**src/rtl/load_store_unit.sv**
```systemverilog
// Load/store unit for the MEM stage. It takes byte-addressed load and store
// requests, drives a word-wide data memory, returns loads zero- or
// sign-extended, and builds byte/halfword stores by read-modify-write.
module load_store_unit #(
  parameter int          ADDR_W   = 6,
  parameter logic [31:0] MEM_BASE = 32'h0
) (
  input  logic              clk,
  input  logic              rst,
  input  logic              req_valid,
  output logic              req_ready,
  input  logic              req_we,
  input  logic [1:0]        req_size,
  input  logic              req_signed,
  input  logic [31:0]       req_addr,
  input  logic [31:0]       req_wdata,
  output logic              resp_valid,
  output logic [31:0]       resp_rdata,
  output logic              resp_err,
  output logic              MW,
  output logic [ADDR_W-1:0] memaddr,
  output logic [31:0]       datain,
  input  logic [31:0]       dataout
);

  typedef enum logic [2:0] {IDLE, ACCESS, RMW_RD, WR, RESP} state_t;

  localparam logic [1:0] SIZE_BYTE = 2'b00;
  localparam logic [1:0] SIZE_HALF = 2'b01;
  localparam logic [1:0] SIZE_WORD = 2'b10;
  localparam logic [1:0] SIZE_ILL  = 2'b11;

  state_t state_reg, state_next;

  // Latched request
  logic [1:0]        size_reg;
  logic              signed_reg;
  logic [1:0]        lane_reg;
  logic [ADDR_W-1:0] idx_reg;
  logic [31:0]       wdata_reg;
  logic              err_reg;
  logic [31:0]       rdata_reg;
  logic [31:0]       wr_word_reg;

  // Request decode, valid only while idle
  logic              accept;
  logic [31:0]       off;
  logic [ADDR_W-1:0] req_idx;
  logic [1:0]        req_lane;
  logic              range_err;
  logic              req_err;

  assign accept    = req_valid && req_ready;
  assign off       = req_addr - MEM_BASE;
  assign req_idx   = off[ADDR_W+1:2];
  assign req_lane  = off[1:0];
  // Unsigned: addresses below MEM_BASE wrap to huge offsets and land here too.
  assign range_err = |off[31:ADDR_W+2];
  assign req_err   = range_err
                  || (req_size == SIZE_ILL)
                  || (req_size == SIZE_HALF && req_lane[0])
                  || (req_size == SIZE_WORD && req_lane != 2'b00);

  // Load lane extraction from the word currently on dataout (little-endian)
  logic [7:0]  lane_byte;
  logic [15:0] lane_half;
  logic [31:0] load_ext;

  // Select the addressed byte/half and extend it to 32 bits
  always_comb begin
    lane_byte = dataout[{lane_reg, 3'b000} +: 8];
    lane_half = lane_reg[1] ? dataout[31:16] : dataout[15:0];
    load_ext  = dataout;
    case (size_reg)
      SIZE_BYTE: load_ext = {{24{signed_reg & lane_byte[7]}}, lane_byte};
      SIZE_HALF: load_ext = {{16{signed_reg & lane_half[15]}}, lane_half};
      default:   load_ext = dataout;
    endcase
  end

  // Store merge: each byte lane takes new data if the store covers it,
  // otherwise keeps the byte just read from memory.
  logic [31:0] merged_word;

  generate
    for (genvar gi = 0; gi < 4; gi++) begin : g_merge
      logic       lane_hit;
      logic [7:0] lane_src;
      assign lane_hit = (size_reg == SIZE_BYTE) ? (lane_reg == 2'(gi)) :
                        (size_reg == SIZE_HALF) ? (lane_reg[1] == 1'(gi / 2)) :
                                                  1'b1;
      assign lane_src = (size_reg == SIZE_BYTE) ? wdata_reg[7:0] :
                        (size_reg == SIZE_HALF) ? wdata_reg[8*(gi%2) +: 8] :
                                                  wdata_reg[8*gi +: 8];
      assign merged_word[8*gi +: 8] = lane_hit ? lane_src : dataout[8*gi +: 8];
    end
  endgenerate

  // State register
  always_ff @(posedge clk) begin
    if (rst) state_reg <= IDLE;
    else     state_reg <= state_next;
  end

  // Next-state logic and state-decoded memory/response outputs
  always_comb begin
    state_next = state_reg;
    req_ready  = 1'b0;
    MW         = 1'b0;
    datain     = 32'h0;
    memaddr    = '0;
    resp_valid = 1'b0;
    resp_rdata = 32'h0;
    resp_err   = 1'b0;
    case (state_reg)
      IDLE: begin
        req_ready = 1'b1;
        if (accept) begin
          if (req_err)                  state_next = RESP;
          else if (!req_we)             state_next = ACCESS;
          else if (req_size == SIZE_WORD) state_next = WR;
          else                          state_next = RMW_RD;
        end
      end
      ACCESS: begin
        memaddr    = idx_reg;
        state_next = RESP;
      end
      RMW_RD: begin
        memaddr    = idx_reg;
        state_next = WR;
      end
      WR: begin
        memaddr    = idx_reg;
        MW         = 1'b1;
        datain     = wr_word_reg;
        state_next = RESP;
      end
      RESP: begin
        resp_valid = 1'b1;
        resp_rdata = rdata_reg;
        resp_err   = err_reg;
        state_next = IDLE;
      end
      default: state_next = IDLE;
    endcase
  end

  // Request latch, load capture and read-modify-write merge
  always_ff @(posedge clk) begin
    if (rst) begin
      size_reg    <= 2'b00;
      signed_reg  <= 1'b0;
      lane_reg    <= 2'b00;
      idx_reg     <= '0;
      wdata_reg   <= 32'h0;
      err_reg     <= 1'b0;
      rdata_reg   <= 32'h0;
      wr_word_reg <= 32'h0;
    end else begin
      case (state_reg)
        IDLE: begin
          if (accept) begin
            size_reg    <= req_size;
            signed_reg  <= req_signed;
            lane_reg    <= req_lane;
            idx_reg     <= req_idx;
            wdata_reg   <= req_wdata;
            err_reg     <= req_err;
            rdata_reg   <= 32'h0;
            // A full-word store writes the request data unchanged.
            wr_word_reg <= req_wdata;
          end
        end
        ACCESS:  rdata_reg   <= load_ext;
        RMW_RD:  wr_word_reg <= merged_word;
        default: ;
      endcase
    end
  end

endmodule
```
**config.mk**
```make
export PLATFORM = sky130hd
export DESIGN_NAME = load_store_unit
export DESIGN_NICKNAME = d
export VERILOG_FILES = /design/src/rtl/load_store_unit.sv
export SDC_FILE = /design/constraint.sdc
export NUM_CORES = 1
export LEC_CHECK = 0
export ABC_AREA = 1
export ABC_CLOCK_PERIOD_IN_PS = 1600
export BUFFER_PORTS_ARGS = -buffer_cell sky130_fd_sc_hd__buf_2
export CAP_MARGIN = 20
export CORE_AREA = 5 5 136 99
export DETAILED_ROUTE_END_ITERATION = 8
export DIE_AREA = 0 0 141 104
export PLACE_DENSITY = 0.83
export SLEW_MARGIN = 0
export SYNTH_ARGS = -nofsm -noshare
export SYNTH_HDL_FRONTEND = slang
export SYNTH_SLANG_ARGS = --single-unit
```
**constraint.sdc**
```tcl
create_clock -name clk -period 1.6 [get_ports clk]
set_input_delay 0.08 -clock clk [delete_from_list [all_inputs] [get_ports clk]]
set_output_delay 0.08 -clock clk [all_outputs]
set_load 0.02 [all_outputs]
```
; ---- After elaboration in Yosys (flattened, before gate mapping)
; Cells that the tools add are included.
; Widths: inputs -> output; s select.
[totals]
elab_cells = 76
out_inout_bits = 74
reg_bits = 111
[classes]
shift = 1
mux = 33
reduce_logical = 18
bitwise_logic = 3
eq_ne = 12
[ops]
columns = cell, count
row1 = $pmux 32 s2, 3
row2 = $mux 32, 4
row3 = $mux 8, 9
row4 = $shiftx 32x6->8, 1
row5 = $reduce_or 24->1, 1
row6 = $mux 16, 1
row7 = $mux 1, 11
row8 = $pmux 3 s3, 1
row9 = $eq 2x2->1 const B, 4
row10 = $eq 2x1->1 const B, 3
row11 = $eq 3x2->1 const B, 2
row12 = $mux 3, 2
row13 = $mux 6, 1
row14 = $reduce_and 2->1, 3
row15 = $reduce_bool 2->1, 3
row16 = $logic_not 2->1, 2
row17 = $eq 3x1->1 const B, 1
row18 = $eq 3x3->1 const B, 1
row19 = $logic_and 1x1->1, 3
row20 = $logic_not 3->1, 1
row21 = $logic_or 1x1->1, 3
row22 = $reduce_or 3->1, 1
row23 = $and 1x1->1, 2
row24 = $mux 2, 1
row25 = other kinds (3), 3

; ---- Logic depth before layout (Yosys ltp)
; Gate-level depths: netlist of run 1.
[depth]
word_depth = 7
mapped_depth = 11

; ---- Worst setup path after synthesis of run 1
; OpenSTA, ideal clock, no wires.
[synth_timing]
kind = register to output
start = register state_reg[0]
end = output port resp_rdata[10]
path_stages_with_launch = 7
setup_slack_ps = 23
path_buffers = 1
arrival_time_ps = 1497
path_cell_list = dfxtp_1 nor2_1 inv_1 nor2_1 inv_1 buf_1 nor2_1
[synth_via]
elab_chain_len = 2
[synth_rtl]
columns = element, line_no
row1 = from (decl), 33  ; state_t state_reg, state_next;
row2 = from (signal assigned), 102  ; else state_reg <= state_next;
row3 = $eq 3x3->1, 115  ; case (state_reg)
row4 = $mux 32, 115
row5 = to (decl), 18  ; output logic [31:0] resp_rdata,
; No other way between the ends.

; ---- Worst setup path in the final report of run 1
[layout_timing]
start = register state_reg[2]
end = output port datain[31]
[layout_via]
elab_chain_len = 2
[layout_rtl]
columns = element, line_no
row1 = $eq 3x2->1, 115
row2 = $mux 32, 115
row3 = to (decl), 22  ; output logic [31:0] datain,
; No other way between the ends.

==> results of run 1 <==
power groups by stage:
stage / registers (W) / clock network [W] / logic [W]
after detailed placement: 0.00302 / 0 / 0.00111
final: 0.00297 / 0.00231 / 0.00125
after global routing: 0.00297 / 0.00246 / 0.00136
after CTS: 0.00296 / 0.00235 / 0.00115
after global placement: 0.00302 / 0 / 0.00110
after floorplan: 0.00299 / 0 / 0.000690
routing by layer:
layer / global-route usage / vias to the layer above
li1: - / 3395
met2: 0.398 / 344
met4: 0.0443 / 0
met3: 0.0620 / 39
met5: 0 / -
met1: 0.364 / 3123
critical path, stage by stage, from the launching register on:
cell	delay [ps]
dfxtp_1	320
inv_2	110
nand2_2	90
nor2_4	150
inv_4	90
clkbuf_16	200
nor2_2	90
buf_4	140
kinds of logic (layout without fill, tap and decap cells):
kind of cell / after synthesis / after routing / synth area share
flip-flops: 111 / 111 / 0.377
AO/OA/AOI/OAI: 214 / 214 / 0.188
AND/OR/NAND/NOR: 474 / 474 / 0.319
buffers and inverters: 174 / 363 / 0.116
path summary, 6_finish.rpt:
check                 from               to  slack, ps  depth (start not counted)
max           state_reg[2]       datain[31]        -30                          7
max reg2reg   state_reg[1]  wr_word_reg[10]         40                          9
min reg2reg     idx_reg[3]       idx_reg[3]        460                          2
min          req_wdata[29]    wdata_reg[29]         10                          3
repair_timing:
| action | CTS | global route |
|---|---|---|
| endpoints found under the hold margin | 9 | 0 |
| pin swaps | 0 | 5 |
| setup endpoints to repair | 93 | 139 |
| hold buffers | 9 | 0 |
| setup buffers | 0 | 3 |
| gates resized for setup | 23 | 142 |
| gates cloned | 0 | 5 |
per-stage QoR:
step | TNS, ps | cell area, sq um | utilization | setup slack [ps]
2_1_floorplan | 0 | 5900 | - | 22.8
3_3_place_gp | 0 | 7050 | 0.583 | 9.05
3_5_place_dp | -156 | 7050 | 0.583 | -62.3
4_1_cts | 0 | 7510 | 0.621 | 2.63
5_1_grt | -4210 | 8050 | 0.666 | -121
6_report | -301 | 8050 | 0.666 | -26.3
Yosys cell counts (all sizes together):
library cell	instances	area, sq um
nand2	318	1210
a21oi	140	701
inv	124	465
nor2	120	478
dfxtp	111	2220
o21ai	61	309
nand3	31	165
clkbuf	28	106
buf	22	115
o21a	7	52.6
o211ai	6	45.0
nand4	4	25.0
nor3	1	5.00
final cells by class:
| type | count | area, sq um |
|---|---|---|
| fill | 1069 | 4040 |
| multi-input combinational | 688 | 3190 |
| sequential | 111 | 2230 |
| timing repair buffer | 223 | 1640 |
| inverter | 124 | 480 |
| clock buffer | 10 | 239 |
| tap | 162 | 203 |
| clock inverter | 6 | 66.3 |
==> impl_metrics.ini, run 1 <==
[power_and_ir_drop]
power_density_nw_per_um2 = 811
switching_power_w = 0.00192
pwr-share-comb = 0.191
ir_drop_mv = 0.644
p_seq_frac = 0.455
p_sw_frac = 0.294
clkPwrFrac = 0.354
p_leak_nw = 3.52
report.power.total_w = 0.00652
p_int_w = 0.00461

[floorplanning]
dieArea_sq_um = 14700
die_h_um = 104
die_x_um = 141
start_util = 0.488
coreArea_sq_um = 12100
io_pins = 177
fp-row-count = 34

[final_layout]
area_growth_syn_to_layout_pct = 36.4
drive_gt1_frac = 0.262
fin_nets = 1260
layout_common_cells = nand2_1, a21oi_1, inv_1, buf_2, dfxtp_1
antennaDiodeCount = 0
stdcell_count = 1324
final_common_cell = nand2_1

[cts]
cts_root_buf = clkbuf_16
clock-sinks = 111
clk_latency_ps = 350
cts_tree = done
cts_buffer_depth = 2
clk_pin_slew_ps = 70
cts-buffers-inserted = 9
h-tree-depth = 3

[timing]
report.final.setup_viol = 32
maxSlewHeadroom = 0.535
finClkSkew_ps = 4.71
hold_viol_final = 0
min_period_over_period = 1.02
layout_setup_ws_ps = -26.3
tightest_slew_ps = 697
max_freq_mhz = 615
rsz0062_at_grt = true
whs_ps = 12.5
min_period_ps = 1630
timing.final.max_slew_violations = 0

[grt]
grt_start_max_net_pins = 60
grt_pass1_wl_um = 30500
antenna_found_initial = 0
grt_pass1_vias = 6117
grt_usage = 0.256
gr-total-overflow = 0

[drt]
vias = 6901
top_layer = met4
ant_nets = 0
dr.pass1.iters = 5
drt-total-wl_um = 20900
post_drt_wl_per_cell_um = 15.8
route.met2.wl_um = 9210
met3_length_um = 2120
drt-met1-wl_um = 9180
first_iter_violations = 830
drc_errors = 0
avgViaCountPerCell = 5.21

[critical_path]
critPathMaxFanout = 8
worst_ep_required_time_ps = 1520
worstSetupPathType = flip-flop to output pin
startpoint_type = flip-flop
crit_arrival_ps = 1550
end_kind = output pin

[synth]
seq_area_frac_synth = 0.377
synth_seq_cells = 111
synth_cells = 973
yosysUniqueCellTypes = 25
syn_nets = 1076
ys_warn_count = 0
syn_area_sq_um = 5900
synth_area_per_cell_sq_um = 6.06

[min_path]
hold_path.class = input port to flip-flop

[job]
max-cap-violations = 0

[outcome]
failed_checks = negative setup slack
outcome = finished, violations left

[placement]
gp_congestion = 1.03
numPortBuffers = 176
dp_hpwl_um = 14900
placed_cells = 1291
Power figures use the tool's default switching activity.
==> inputs of run 2 (changes only) <==
--- a/config.mk
+++ b/config.mk
@@ -10,8 +10,8 @@
 export BUFFER_PORTS_ARGS = -buffer_cell sky130_fd_sc_hd__buf_2
 export CAP_MARGIN = 20
-export CORE_AREA = 5 5 136 99
+export CORE_AREA = 5 5 134 98
 export DETAILED_ROUTE_END_ITERATION = 8
-export DIE_AREA = 0 0 141 104
-export PLACE_DENSITY = 0.83
+export DIE_AREA = 0 0 139 103
+export PLACE_DENSITY = 0.85
 export SLEW_MARGIN = 0
 export SYNTH_ARGS = -nofsm -noshare
==> constraint.sdc (replaced) <==
create_clock -name clk -period 1.6 [get_ports clk]
set_input_delay 0.08 -clock clk [delete_from_list [all_inputs] [get_ports clk]]
set_output_delay 0.08 -clock clk [all_outputs]
set_load 0.05 [all_outputs]
==> impl_metrics.ini, run 2 (synthesized netlist as in run 1, its figures left out) <==
[final_layout]
final_common_cell = nand2_1
finish.utilization = 0.720
finalInstanceArea_sq_um = 8580
layout_common_cells = nand2_1, a21oi_1, inv_1, dfxtp_1, buf_2
area_growth_syn_to_layout_pct = 45.4
nFillCells = 1009
antennaDiodeCount = 0
fin_nets = 1263
drive_gt1_frac = 0.292

[power_and_ir_drop]
ir_drop_mv = 0.547
pwr-share-comb = 0.195
p_seq_frac = 0.452
p_int_w = 0.00464
switching_power_w = 0.00194
p_sw_frac = 0.295
clkPwrFrac = 0.353
power_density_nw_per_um2 = 767
p_leak_nw = 3.56

[grt]
gr-total-overflow = 0
antenna_found_initial = 0
grt_start_max_net_pins = 90
grt_pass1_vias = 6437
grt_pass1_wl_um = 32400
grt_usage = 0.282

[min_path]
hold_path.class = input port to flip-flop

[cts]
clk_latency_ps = 350
clk_pin_slew_ps = 70
cts_root_buf = clkbuf_16
cts_buffer_depth = 2
cts_tree = done
clock-sinks = 111
h-tree-depth = 3
cts-buffers-inserted = 9

[drt]
drt-total-wl_um = 21100
dr.pass1.iters = 8
avgViaCountPerCell = 5.33
first_iter_violations = 641
vias = 7072
drc_errors = 0
post_drt_wl_per_cell_um = 15.9
ant_nets = 0

[timing]
finClkSkew_ps = 5.65
rsz0062_at_grt = true
report.final.setup_viol = 29
timing.final.max_slew_violations = 0
max_freq_mhz = 597
tightest_slew_ps = 591
maxSlewHeadroom = 0.605
layout_setup_ws_ps = -76.0
min_period_ps = 1680
hold_viol_final = 0
tns_ps = -1210
whs_ps = 5.20
min_period_over_period = 1.05

[placement]
dp_hpwl_um = 15600
place_area_sq_um = 7600
numPortBuffers = 176
pre_cts_ws_ps = -66.2
gp_congestion = 1.02

[floorplanning]
die_x_um = 139
dieArea_sq_um = 14300
coreArea_sq_um = 11900
io_pins = 177
fp-row-count = 34
start_util = 0.495
die_h_um = 103

[critical_path]
critPathMaxFanout = 9
crit_path_cell_trace = nor2_4 > inv_2 > nor2_4 > inv_6 > buf_12 > nor2_4 > buf_8
crit_top_cell = nor2_4
crit_arrival_ps = 1600
startpoint_type = flip-flop
max_stage_delay_ps = 340
critPathSlowestCell = dfxtp_2
worst_ep_required_time_ps = 1520
worstSetupPathType = flip-flop to output pin
end_kind = output pin

[outcome]
failed_checks = negative setup slack
outcome = finished, violations left

[job]
max-cap-violations = 0
-- run 2: area by class of cell --
| class | count | area [sq um] | share of cell area |
|---|---|---|---|
| Inverter | 124 | 480 | 0.0560 |
| Clock buffer | 12 | 256 | 0.0299 |
| Clock inverter | 3 | 42.5 | 0.00496 |
| Tap cell | 162 | 203 | 0.0236 |
| Multi-Input combinational cell | 688 | 3510 | 0.410 |
| Timing Repair Buffer | 226 | 1850 | 0.216 |
| Sequential cell | 111 | 2230 | 0.260 |
-- run 2: worst paths after layout --
path | startpoint | to | slack (ps) | cells past startpoint
worst max-delay path | state_reg[1] | resp_rdata[12] | -80 | 7
worst min-delay path | req_wdata[9] | wdata_reg[9] | 5 | 3
worst max register to register | state_reg[1] | wr_word_reg[21] | 60 | 9
worst min register to register | wr_word_reg[11] | wr_word_reg[11] | 470 | 2
-- run 2: power by group through the flow --
stage	clock network (W)	registers (W)	logic, W
after floorplan	0	0.00299	0.000755
after global placement	0	0.00302	0.00116
after detailed placement	0	0.00302	0.00118
after CTS	0.00231	0.00296	0.00120
after global routing	0.00245	0.00298	0.00141
final	0.00232	0.00297	0.00128
-- run 2: timing repair --
item / in CTS / in global routing
buffers inserted: 2 / 4
gates cloned: 0 / 2
resized for setup: 114 / 75
pin swaps: 2 / 1
hold buffers: 1 / 0
setup endpoints to repair: 117 / 147
hold endpoints to repair: 1 / 0
-- run 2: metrics by stage --
| step | power, W | std cells |
|---|---|---|
| 2_1_floorplan | 0.00375 | 973 |
| 3_3_place_gp | 0.00418 | 1302 |
| 3_5_place_dp | 0.00420 | 1302 |
| 4_1_cts | 0.00647 | 1320 |
| 5_1_grt | 0.00684 | 1326 |
| 6_report | 0.00657 | 1326 |
-- run 2: per-layer routing --
layer / vias up / share of wire / GRT usage / routed length [um]
li1: 3417 / - / - / -
met5: - / 0 / 0 / 0
met4: 0 / 0.020 / 0.0729 / 416
met1: 3239 / 0.42 / 0.392 / 8980
met2: 372 / 0.44 / 0.440 / 9380
met3: 44 / 0.11 / 0.0746 / 2360
-- run 2: critical path: cells and delay by family, from the launching register on --
kind / cells / cell delay [ps]
buf+inv: 4 / 480
simple gates: 3 / 390
flops: 1 / 340
==> inputs of run 3 (changes only) <==
- CAP_MARGIN: 20 -> 15
- CORE_AREA: 5 5 134 98 -> 4 4 133 97
- DIE_AREA: 0 0 139 103 -> 0 0 137 101
==> impl_metrics.ini, run 3 (synthesized netlist as in run 1, its figures left out) <==
[grt]
met3_usage = 0.0724
grt_pass1_wl_um = 33400
gr-total-overflow = 0
grt_pass1_vias = 6610
use_met1 = 0.437
grt_usage = 0.309
antenna_found_initial = 0
grt_start_max_net_pins = 90
top_usage_layer = met2
grtUsageMet2 = 0.461

[placement]
dp_hpwl_um = 15400
place_area_sq_um = 7610
pre_cts_ws_ps = -5.54
numPortBuffers = 176
gp_congestion = 1.03

[critical_path]
r2r_start = state_reg[1]
startpoint_type = flip-flop
worst_ep_required_time_ps = 1520
critical_path.startpoint = state_reg[0]
crit_arrival_ps = 1590
end_kind = output pin
worstSetupPathType = flip-flop to output pin
critPathMaxFanout = 7
reg2reg_slack_ps = 40

[final_layout]
final_common_cell = nand2_1
area_growth_syn_to_layout_pct = 47.7
fin_nets = 1266
finalInstanceArea_sq_um = 8710
antennaDiodeCount = 0
layout_common_cells = nand2_1, a21oi_1, inv_1, buf_2, dfxtp_1
drive_gt1_frac = 0.291

[drt]
avgViaCountPerCell = 5.41
ant_nets = 0
vias = 7159
drc_errors = 0
dr.pass1.iters = 6
post_drt_wl_per_cell_um = 16.9
first_iter_violations = 999
drt-total-wl_um = 22300

[job]
max-cap-violations = 0

[floorplanning]
dieArea_sq_um = 13800
die_h_um = 101
start_util = 0.510
io_pins = 177
die_x_um = 137
fp-row-count = 33
coreArea_sq_um = 11600

[timing]
whs_ps = -2.51
report.final.setup_viol = 33
rsz0062_at_grt = true
hold_viol_final = 1
min_period_ps = 1670
max_freq_mhz = 600
finClkSkew_ps = 8.94
tightest_slew_ps = 693
layout_setup_ws_ps = -66.3
maxSlewHeadroom = 0.538
timing.final.max_slew_violations = 0
min_period_over_period = 1.04

[cts]
cts-buffers-inserted = 9
cts_root_buf = clkbuf_16
cts_buffer_depth = 2
h-tree-depth = 3
clk_latency_ps = 360
cts_tree = done
clk_pin_slew_ps = 70
clock-sinks = 111

[min_path]
hold_path.class = input port to flip-flop
hold_path.startpoint = req_wdata[13]

[power_and_ir_drop]
clkPwrFrac = 0.341
p_leak_nw = 3.61
p_sw_frac = 0.300
ir_drop_mv = 0.611
switching_power_w = 0.00195
pwr-share-comb = 0.203
p_int_w = 0.00455
p_seq_frac = 0.456
power_density_nw_per_um2 = 746

[outcome]
outcome = finished, violations left
failed_checks = negative hold slack, negative setup slack
-- run 3: cell count changes in the layout (fill, tap and decap cells not counted), moves of 4 or more --
cell     previous run  this run
buf_6              56        40
buf_8              13        26
o21ai_1            12        16
buf_16              0         4
o21ai_0            48        44
buf_4              39        35
buf_2             105       109
-- run 3: layout make-up --
| class | count | area [sq um] |
|---|---|---|
| repair buffers | 228 | 1980 |
| fillers | 899 | 2850 |
| multi-input cells | 688 | 3530 |
| well taps | 157 | 196 |
| clock inverters | 4 | 47.5 |
| inverters | 124 | 485 |
| flip-flops and latches | 111 | 2230 |
| clock buffers | 11 | 233 |
| repair inverters | 1 | 6.26 |
-- run 3: power by group through the flow --
stage / clock [W] / sequential (W) / combinational (W)
after detailed placement: 0 / 0.00302 / 0.00120
after global placement: 0 / 0.00302 / 0.00118
after global routing: 0.00230 / 0.00297 / 0.00144
after floorplan: 0 / 0.00299 / 0.000755
final: 0.00222 / 0.00296 / 0.00132
after CTS: 0.00222 / 0.00296 / 0.00125
-- run 3: routing by layer --
metal | wire, um | vias up
li1 | - | 3420
met1 | 9400 | 3232
met2 | 9780 | 449
met3 | 2490 | 58
met4 | 667 | 0
met5 | 0 | -
-- run 3: worst paths after layout --
| path | end | cells after the start |
|---|---|---|
| worst max-delay path | resp_rdata[18] | 7 |
| worst min-delay path | wdata_reg[13] | 3 |
| worst max register to register | wr_word_reg[10] | 9 |
| worst min register to register | idx_reg[4] | 2 |
-- run 3: what timing repair did --
action	CTS	global route
endpoints found under the setup margin	72	133
pin swaps	3	2
hold buffers	4	0
gates cloned	3	3
endpoints found under the hold margin	4	0
setup buffers	2	0
resized for setup	122	85
-- run 3: metrics by stage --
step           std cells  total power, W  setup TNS [ps]  hold slack, ps   util
5_1_grt             1324         0.00672           -3490            17.5  0.754
3_5_place_dp        1297         0.00422           -10.7             330  0.658
2_1_floorplan        973         0.00375            -383             215      -
6_report            1324         0.00650            -865           -2.51  0.754
4_1_cts             1321         0.00643            -229          0.0870  0.725
3_3_place_gp        1297         0.00420               0             328  0.658
-- run 3: critical path: stages, from the launching register on --
cell	delay (ps)
dfxtp_2	340
nor2_4	120
inv_2	60
nor2_4	150
inv_6	90
buf_12	170
nor2_4	130
buf_8	160
